$ cat config.mk
export PLATFORM = sky130hd
export DESIGN_NAME = hornet_port_ctl
export DESIGN_NICKNAME = d
export VERILOG_FILES = /design/src/rtl/hornet_pkg.sv /design/src/rtl/hornet_rr_arb4.sv /design/src/rtl/hornet_port_ctl.sv
export SDC_FILE = /design/constraint.sdc
export NUM_CORES = 1
export LEC_CHECK = 0
export ABC_AREA = 1
export CORE_UTILIZATION = 43
export CTS_BUF_LIST = sky130_fd_sc_hd__clkbuf_8
export DETAILED_ROUTE_END_ITERATION = 12
export HOLD_SLACK_MARGIN = 0.05
export PLACE_DENSITY = 0.91
export SLEW_MARGIN = 20
export SYNTH_ARGS = -nofsm -noshare
export SYNTH_HDL_FRONTEND = slang
export SYNTH_HIERARCHICAL = 1
export SYNTH_SLANG_ARGS = --single-unit
$ cat constraint.sdc
create_clock -name clk -period 2.2 [get_ports clk]
set_input_delay 0.33 -clock clk [delete_from_list [all_inputs] [get_ports clk]]
set_output_delay 0.33 -clock clk [all_outputs]
set_load 0.02 [all_outputs]
$ cat src/rtl/hornet_pkg.sv
// hornet_pkg: shared types and constants for the hornet port controller.
//   WORD_W   - width of a port/core data word
//   port_e   - port index, bit order {e,w,s,n} = [3:0]
//   state_e  - controller FSM states
package hornet_pkg;

  localparam int WORD_W    = 18;
  localparam int NUM_PORTS = 4;

  typedef enum logic [1:0] {
    PORT_N = 2'd0,
    PORT_S = 2'd1,
    PORT_W = 2'd2,
    PORT_E = 2'd3
  } port_e;

  typedef enum logic [1:0] {
    ST_IDLE    = 2'd0,
    ST_RD_WAIT = 2'd1,
    ST_WR_WAIT = 2'd2,
    ST_RESP    = 2'd3
  } state_e;

endpackage

$ cat src/rtl/hornet_rr_arb4.sv
// hornet_rr_arb4: combinational 4-way round-robin picker.
//   hit   - per-port request vector
//   ptr   - last granted port; search starts at ptr+1 and wraps (n after e)
//   grant - index of the chosen port (meaningful only when valid)
//   valid - at least one hit bit set
module hornet_rr_arb4
  import hornet_pkg::*;
(
  input  logic [3:0] hit,
  input  logic [1:0] ptr,
  output logic [1:0] grant,
  output logic       valid
);

  logic [1:0] idx;

  // Walk from the farthest candidate (ptr itself) to the nearest (ptr+1);
  // the last match written wins, so the nearest hit after ptr is granted.
  always_comb begin
    grant = ptr;
    valid = 1'b0;
    idx   = ptr;
    for (int i = NUM_PORTS; i >= 1; i--) begin
      idx = ptr + i[1:0];
      if (hit[idx]) begin
        grant = idx;
        valid = 1'b1;
      end
    end
  end

endmodule

$ cat src/rtl/hornet_port_ctl.sv
// hornet_port_ctl: single-transaction bridge between a core and four
// neighbour ports (n,s,w,e).
//   clk, reset            - clock, synchronous active-high reset
//   core_req/we/mask/wdat - transaction start strobe and its parameters
//   core_rdat             - read word, held until the next completion
//   core_done, core_busy  - completion pulse, transaction in flight
//   t_com_dat/req/ack     - inbound (read) handshake per port
//   i_com_dat/req/ack     - outbound (write) handshake, shared data word
module hornet_port_ctl
  import hornet_pkg::*;
(
  input  logic                   clk,
  input  logic                   reset,
  input  logic                   core_req,
  input  logic                   core_we,
  input  logic [3:0]             core_mask,
  input  logic [WORD_W-1:0]      core_wdat,
  output logic [WORD_W-1:0]      core_rdat,
  output logic                   core_done,
  output logic                   core_busy,
  input  logic [3:0][WORD_W-1:0] t_com_dat,
  input  logic [3:0]             t_com_req,
  output logic [3:0]             t_com_ack,
  output logic [WORD_W-1:0]      i_com_dat,
  output logic [3:0]             i_com_req,
  input  logic [3:0]             i_com_ack
);

  state_e            state;
  port_e             ptr;
  logic [3:0]        mask_q;
  logic [WORD_W-1:0] wdat_q;

  logic [3:0]        hit;
  logic [1:0]        arb_grant;
  logic              arb_valid;

  assign hit = t_com_req & mask_q;

  hornet_rr_arb4 u_arb (
    .hit   (hit),
    .ptr   (ptr),
    .grant (arb_grant),
    .valid (arb_valid)
  );

  // The direction of a transaction is carried by the wait state itself,
  // so only mask and write data need holding registers.
  always_ff @(posedge clk) begin
    if (reset) begin
      state     <= ST_IDLE;
      ptr       <= PORT_E;
      mask_q    <= '0;
      wdat_q    <= '0;
      core_rdat <= '0;
      core_done <= 1'b0;
      core_busy <= 1'b0;
    end else begin
      core_done <= 1'b0;
      case (state)
        ST_IDLE: begin
          if (core_req) begin
            mask_q    <= core_mask;
            wdat_q    <= core_wdat;
            core_busy <= 1'b1;
            if (core_mask == 4'b0000) begin
              // Empty mask: nothing to wait for. RESP spends one extra
              // cycle before pulsing done so the completion latency matches
              // a transaction whose port is already ready.
              state <= ST_RESP;
              if (!core_we) core_rdat <= '0;
            end else if (core_we) begin
              state <= ST_WR_WAIT;
            end else begin
              state <= ST_RD_WAIT;
            end
          end
        end
        ST_RD_WAIT: begin
          if (arb_valid) begin
            core_rdat <= t_com_dat[arb_grant];
            ptr       <= port_e'(arb_grant);
            core_done <= 1'b1;
            state     <= ST_RESP;
          end
        end
        ST_WR_WAIT: begin
          if ((i_com_ack & mask_q) != 4'b0000) begin
            core_done <= 1'b1;
            state     <= ST_RESP;
          end
        end
        ST_RESP: begin
          if (core_done) begin
            core_busy <= 1'b0;
            state     <= ST_IDLE;
          end else begin
            core_done <= 1'b1;
          end
        end
        default: state <= ST_IDLE;
      endcase
    end
  end

  // Port handshakes decode the state register directly; gating with reset
  // drops them in the very cycle reset is applied, not one edge later.
  always_comb begin
    t_com_ack = 4'b0000;
    i_com_req = 4'b0000;
    i_com_dat = '0;
    if (!reset) begin
      if (state == ST_RD_WAIT && arb_valid) t_com_ack = 4'b0001 << arb_grant;
      if (state == ST_WR_WAIT) begin
        i_com_req = mask_q;
        i_com_dat = wdat_q;
      end
    end
  end

endmodule

======== After elaboration in Yosys (flattened, before gate mapping) ========
Cells that the tools add are included.
cells by class
  reductions and logical operators ........ 11
  multiplexer cells ....................... 42
  $lt $le $gt $ge ......................... 5
  bitwise operators ....................... 2
  add/sub/neg operators ................... 3
  shift-type cells ........................ 1
  equal/unequal tests ..................... 9
operators with widths
  cell                                                                    number
  18-bit two-way mux                                                      7
  18-bit binary-select mux with 2-bit select                              1
  18-bit case mux with 2 select lines                                     1
  2-bit two-way mux                                                       9
  4-bit two-way mux                                                       4
  2-bit by 3-bit < comparator with 1-bit output (second input constant)   5
  1-bit two-way mux                                                       13
  2-bit != test (second input constant)                                   6
  4-bit AND                                                               2
  1-bit binary-select mux with 2-bit select                               4
  2-bit case mux with 4 select lines                                      1
  5-bit AND reduction                                                     1
  2-bit adder (second input constant)                                     2
  2-bit equality test (second input constant)                             2
  4-bit logical NOT                                                       1
  2-bit AND reduction                                                     2
  4-bit AND reduction                                                     1
  2-bit nonzero test                                                      2
  4-bit nonzero test                                                      1
  1-bit by 2-bit left shift with 4-bit output (first input constant)      1
  1-bit case mux with 3 select lines                                      1
  3-bit AND reduction                                                     1
  2-bit by 1-bit adder with 2-bit output (second input constant)          1
  2-bit by 1-bit equality test with 1-bit output (second input constant)  1
  3 further kinds                                                         3
word-level totals
  bits of input ports ..................... 106
  output and inout bits ................... 46
  register bits after elaboration ......... 46
  word-level logic and storage cells ...... 80

======== Logic depth before layout (Yosys ltp) ========
  depth in word-level cells ............... 10
  mapped depth ............................ 22
  gate-level depth less buffers ........... 21

======== Cells and area by module ========
Netlist, hierarchy kept.
modules (own cells, without submodules)
  module           cells an instance  instances  area an instance (um^2)
  hornet_port_ctl  545                1          2966.6
  hornet_rr_arb4   47                 1          241.5

======== Worst setup path before layout ========
OpenSTA, ideal clock, no wires.
  path kind ............................... flip-flop to output port
  from .................................... register mask_q[1]
  to ...................................... output t_com_ack[0]
  cell stages (with the launch flop) ...... 15
  arrival time ............................ 2.046 ns
  buffers on the path ..................... 2
  slack ................................... -0.176 ns
  required time ........................... 1.870 ns
  path through ............................ dfxtp_1 > nand2_1 > inv_1 > inv_1 > o21ai_2 > nand2_1 > nand2_2 > nand2_2 > nand2_1 > nand2_1 > nand2_1 > inv_1 > buf_2 > buf_2 > nor4_1
on the way
  elaborated cells on any way between the ends .. 20
  those cells by class .................... shift (1); mux (17); bitwise (1); reduce/logical (1)
RTL lines
  what                                             RTL line                text
  start, declared                                  hornet_port_ctl.sv:31   logic [3:0] mask_q;
  start signal, assigned                           hornet_port_ctl.sv:63   mask_q <= core_mask;
  4-bit AND (*)                                    hornet_port_ctl.sv:38   assign hit = t_com_req & mask_q;
  named net hit[1]                                 hornet_port_ctl.sv:34   logic [3:0] hit;
  1-bit binary-select mux with 2-bit select        hornet_rr_arb4.sv:25    if (hit[idx]) begin
  1-bit two-way mux (implied by the code)          hornet_rr_arb4.sv:25
  2-bit two-way mux (2 in series)                  hornet_rr_arb4.sv:25
  2-bit two-way mux (*)                            hornet_rr_arb4.sv:25
  named net arb_grant[0]                           hornet_port_ctl.sv:35   logic [1:0] arb_grant;
  1-bit by 2-bit left shift with 4-bit output (*)  hornet_port_ctl.sv:113  if (state == ST_RD_WAIT && arb_valid) t_com_ack = 4'b0001 << arb_grant;
  4-bit two-way mux (*)                            hornet_port_ctl.sv:113
  4-bit two-way mux (*)                            hornet_port_ctl.sv:112  if (!reset) begin
  end, declared                                    hornet_port_ctl.sv:23   output logic [3:0] t_com_ack,
The timed path passes the listed nets; every way through them passes the cells marked *. The select of a mux whose other input is x is not followed.

======== Worst setup path after layout ========
  from .................................... register ptr[0]
  to ...................................... output t_com_ack[2]
on the way
  word-level cells in the longest chain between the ends .. 9
  elaborated cells on any way between the ends .. 22
  those cells by class .................... add/sub (3); shift (1); mux (17); reduce/logical (1)
ends and longest elaborated chain
  what                                             RTL line                text
  start, declared                                  hornet_port_ctl.sv:30   port_e ptr;
  start signal, assigned                           hornet_port_ctl.sv:82   ptr <= port_e'(arb_grant);
  2-bit adder                                      hornet_rr_arb4.sv:24    idx = ptr + i[1:0];
  1-bit binary-select mux with 2-bit select        hornet_rr_arb4.sv:25
  1-bit two-way mux (implied by the code)          hornet_rr_arb4.sv:25
  2-bit two-way mux (2 in series)                  hornet_rr_arb4.sv:25
  2-bit two-way mux (*)                            hornet_rr_arb4.sv:25
  named net arb_grant[0]                           hornet_port_ctl.sv:35
  1-bit by 2-bit left shift with 4-bit output (*)  hornet_port_ctl.sv:113
  4-bit two-way mux (*)                            hornet_port_ctl.sv:113
  4-bit two-way mux (*)                            hornet_port_ctl.sv:112
Marks and branches as above.

==> results.json <==
{
  "muxShareOfSynthArea": 0,
  "yosys.area_share.adder": 0.01950,
  "synthToLayoutAreaGrowth_pct": 64.74,
  "ff2ff_path_depth": 18,
  "synthDistinctLibCells": 23,
  "drt-initial-drc-count": 355,
  "syn_area_per_cell_um2": 5.419,
  "r2r_end": "core_rdat[9]$_SDFFE_PP0P_",
  "setup_ws_ns": -0.2108,
  "drive_above_1_share": 0.1368,
  "drt-pass1-iter-count": 5,
  "final_cell_mix": "nand2_1, clkdlybuf4s50_1, nor2_1, inv_1, dfxtp_1",
  "crit_arrival_ns": 2.08,
  "wire_per_inst_um": 13.69,
  "synth_top_family_by_area": "simple AND/OR/NAND/NOR gates",
  "drtAntennaViolNets": 0,
  "vdd_ir_drop_max_v": 0.0005499,
  "violations": "negative setup slack",
  "grt_pass1_wl_um": 17350,
  "end_kind": "output pin",
  "synth-warning-count": 6,
  "synth-xor-area-share": 0,
  "die_area_um2": 7810,
  "critPathKind": "reg2out",
  "clk_latency_ns": 0.30,
  "grt_pass1_vias": 3999,
  "power_mw": 6.086,
  "ys_seq_area_frac": 0.2871,
  "cts_tree": "built",
  "gp_congestion": 0.8720,
  "hpwl_um": 7905,
  "min_delay_path_depth": 2,
  "start_util": 0.4447,
  "worstMarginPinSlew_ns": 0.5533,
  "die_x_um": 88.38,
  "ios": 152,
  "r2r_start": "ptr[0]$_SDFFE_PP1P_",
  "hold_path_end": "wdat_q[6]$_SDFFE_PP0P_",
  "fin_crit_ns": 2.411,
  "power_density_nw_per_um2": 1152,
  "post-route-period-util": 1.096,
  "grt_max_degree": 37,
  "place_inst": 839,
  "stdcell_count": 859,
  "htree_levels": 2,
  "r2r_slack_ns": -0.08,
  "worst_ep_required_time_ns": 1.87,
  "netlist_instances": 592,
  "diodes": 0,
  "status": "finished, violations left",
  "netlist_area_um2": 3208,
  "vias": 4288,
  "slew_violations": 0,
  "overflow": 0,
  "clkTransAtPathRegs_ns": 0.08,
  "start_kind": "flop",
  "wl_um": 11760,
  "die_h_um": 88.38,
  "cts_inserted_buffers": 5,
  "cts-root-buf": "clkbuf_8",
  "rows": 31,
  "final_common_cell": "nand2_1",
  "fin_area_um2": 5285,
  "grt.total_usage": 0.2840,
  "worstPathMaxFanout": 5,
  "final_core_util": 0.7326,
  "ctsHoldBuffers": 0,
  "relSlewSlack": 0.6311,
  "route.detailed.drc": 0,
  "port_buffers": 151,
  "fill_cells": 537,
  "final-setup-viol-count": 24,
  "maxCapViolations": 0,
  "p_leak_nw": 2.742,
  "core-area_um2": 7214,
  "fmax_mhz": 414.8,
  "place_area_um2": 4952,
  "hold_class": "reg2reg",
  "min_from": "wdat_q[6]$_SDFFE_PP0P_",
  "skew_ns": 0.005727,
  "fin_tns_setup_ns": -1.143,
  "synth_nets": 703,
  "synth-simple-area-share": 0.4965,
  "synth_compound_area_frac": 0.05616,
  "antenna_found_initial": 0,
  "nets": 871,
  "rsz0062_at_grt": "yes",
  "cts.path.max_buffers": 2,
  "vias_per_cell": 4.992,
  "synth_seq_cells": 46,
  "numClockSinks": 46,
  "hold_viol_final": 0
}
## timing repair
item,CTS,global route
cloned,0,1
setup endpoints to repair,44,24
buffers inserted,10,4
gates resized for setup,83,26
pin swaps,17,15
## Yosys cell counts
master / instances / area [um2]
dfxtp_1: 46 / 920.9
buf_1: 2 / 7.510
o21ai_0: 24 / 120.1
nand2_4: 1 / 11.26
a21oi_4: 1 / 16.27
nor3_1: 3 / 15.01
a21oi_1: 6 / 30.03
nor4_1: 1 / 6.260
buf_6: 4 / 45.04
nor2_1: 116 / 435.4
buf_2: 10 / 50.05
clkinv_1: 3 / 11.26
ha_1: 5 / 62.56
nand2_2: 11 / 68.82
o21ai_2: 1 / 8.760
nand2_1: 236 / 885.9
inv_2: 2 / 7.510
nand3_2: 1 / 10.01
clkbuf_1: 13 / 48.80
inv_8: 1 / 11.26
inv_1: 72 / 270.3
nand3_1: 32 / 160.2
o21ai_1: 1 / 5.000
## stage by stage
| step | setup WS, ns | hold slack (ns) |
|---|---|---|
| 2_1_floorplan | -0.07523 | 0.4549 |
| 6_report | -0.2108 | 0.4864 |
| 3_5_place_dp | -0.7535 | 0.4711 |
| 5_1_grt | -0.2765 | 0.4967 |
| 3_3_place_gp | -0.6295 | 0.4626 |
| 4_1_cts | -0.06015 | 0.4898 |
## worst max-delay path by stage
stage                               to                start  cells past startpoint  slack, ns
after global placement    t_com_ack[0]         t_com_req[1]                     14      -0.63
after CTS                 t_com_ack[1]  ptr[0]$_SDFFE_PP1P_                     14      -0.06
after detailed placement  t_com_ack[2]         t_com_req[3]                     12      -0.75
after floorplan           t_com_ack[2]  ptr[0]$_SDFFE_PP1P_                     10      -0.08
after global routing      t_com_ack[2]  ptr[0]$_SDFFE_PP1P_                     12      -0.28
final                     t_com_ack[2]  ptr[0]$_SDFFE_PP1P_                     12      -0.21
## sequential cells by signal, indices dropped and copies added (netlist names)
signal	count
core_busy	1
core_done	1
core_rdat	18
mask_q	4
ptr	2
state	2
wdat_q	18
## cells by family (layout without fill, tap and decap cells)
| logic type | after synthesis | count (layout) |
|---|---|---|
| simple gates | 401 | 401 |
| buf+inv | 107 | 275 |
| flops | 46 | 46 |
| compound gates | 33 | 33 |
| fa+ha+maj | 5 | 5 |
## layout make-up
type | instances | area [um2] | area share
sequential | 46 | 930.9 | 0.1761
clock inverter | 2 | 10.01 | 0.001894
inverter | 78 | 305.3 | 0.05777
tap | 99 | 123.9 | 0.02344
timing repair buffer | 190 | 1862 | 0.3523
multi-input combinational | 439 | 1984 | 0.3755
clock buffer | 5 | 68.82 | 0.01302
## critical path, stage by stage, from the launching register on
cell and delay [ns]:
dfxtp_4 0.36, buf_4 0.16, o21ai_4 0.18, nand2_1 0.11, nand2_2 0.10, inv_2 0.05, nand2_1 0.07, nand2_1 0.06
nand2_1 0.08, inv_2 0.09, buf_6 0.14, nor3_4 0.24, buf_6 0.16
## report_power, final
| part | internal, mW | switching [mW] |
|---|---|---|
| Combinational | 1.79 | 2.58 |
| Clock | 0.214 | 0.281 |
| Sequential | 1.08 | 0.144 |
## routing by layer
layer,up-vias,GRT usage,share of wire
met5,-,0,0
met4,0,0.1452,0.058
met3,78,0.05131,0.054
met2,220,0.5273,0.51
met1,1903,0.3069,0.38
li1,2087,-,-
Power figures use the tool's default switching activity.
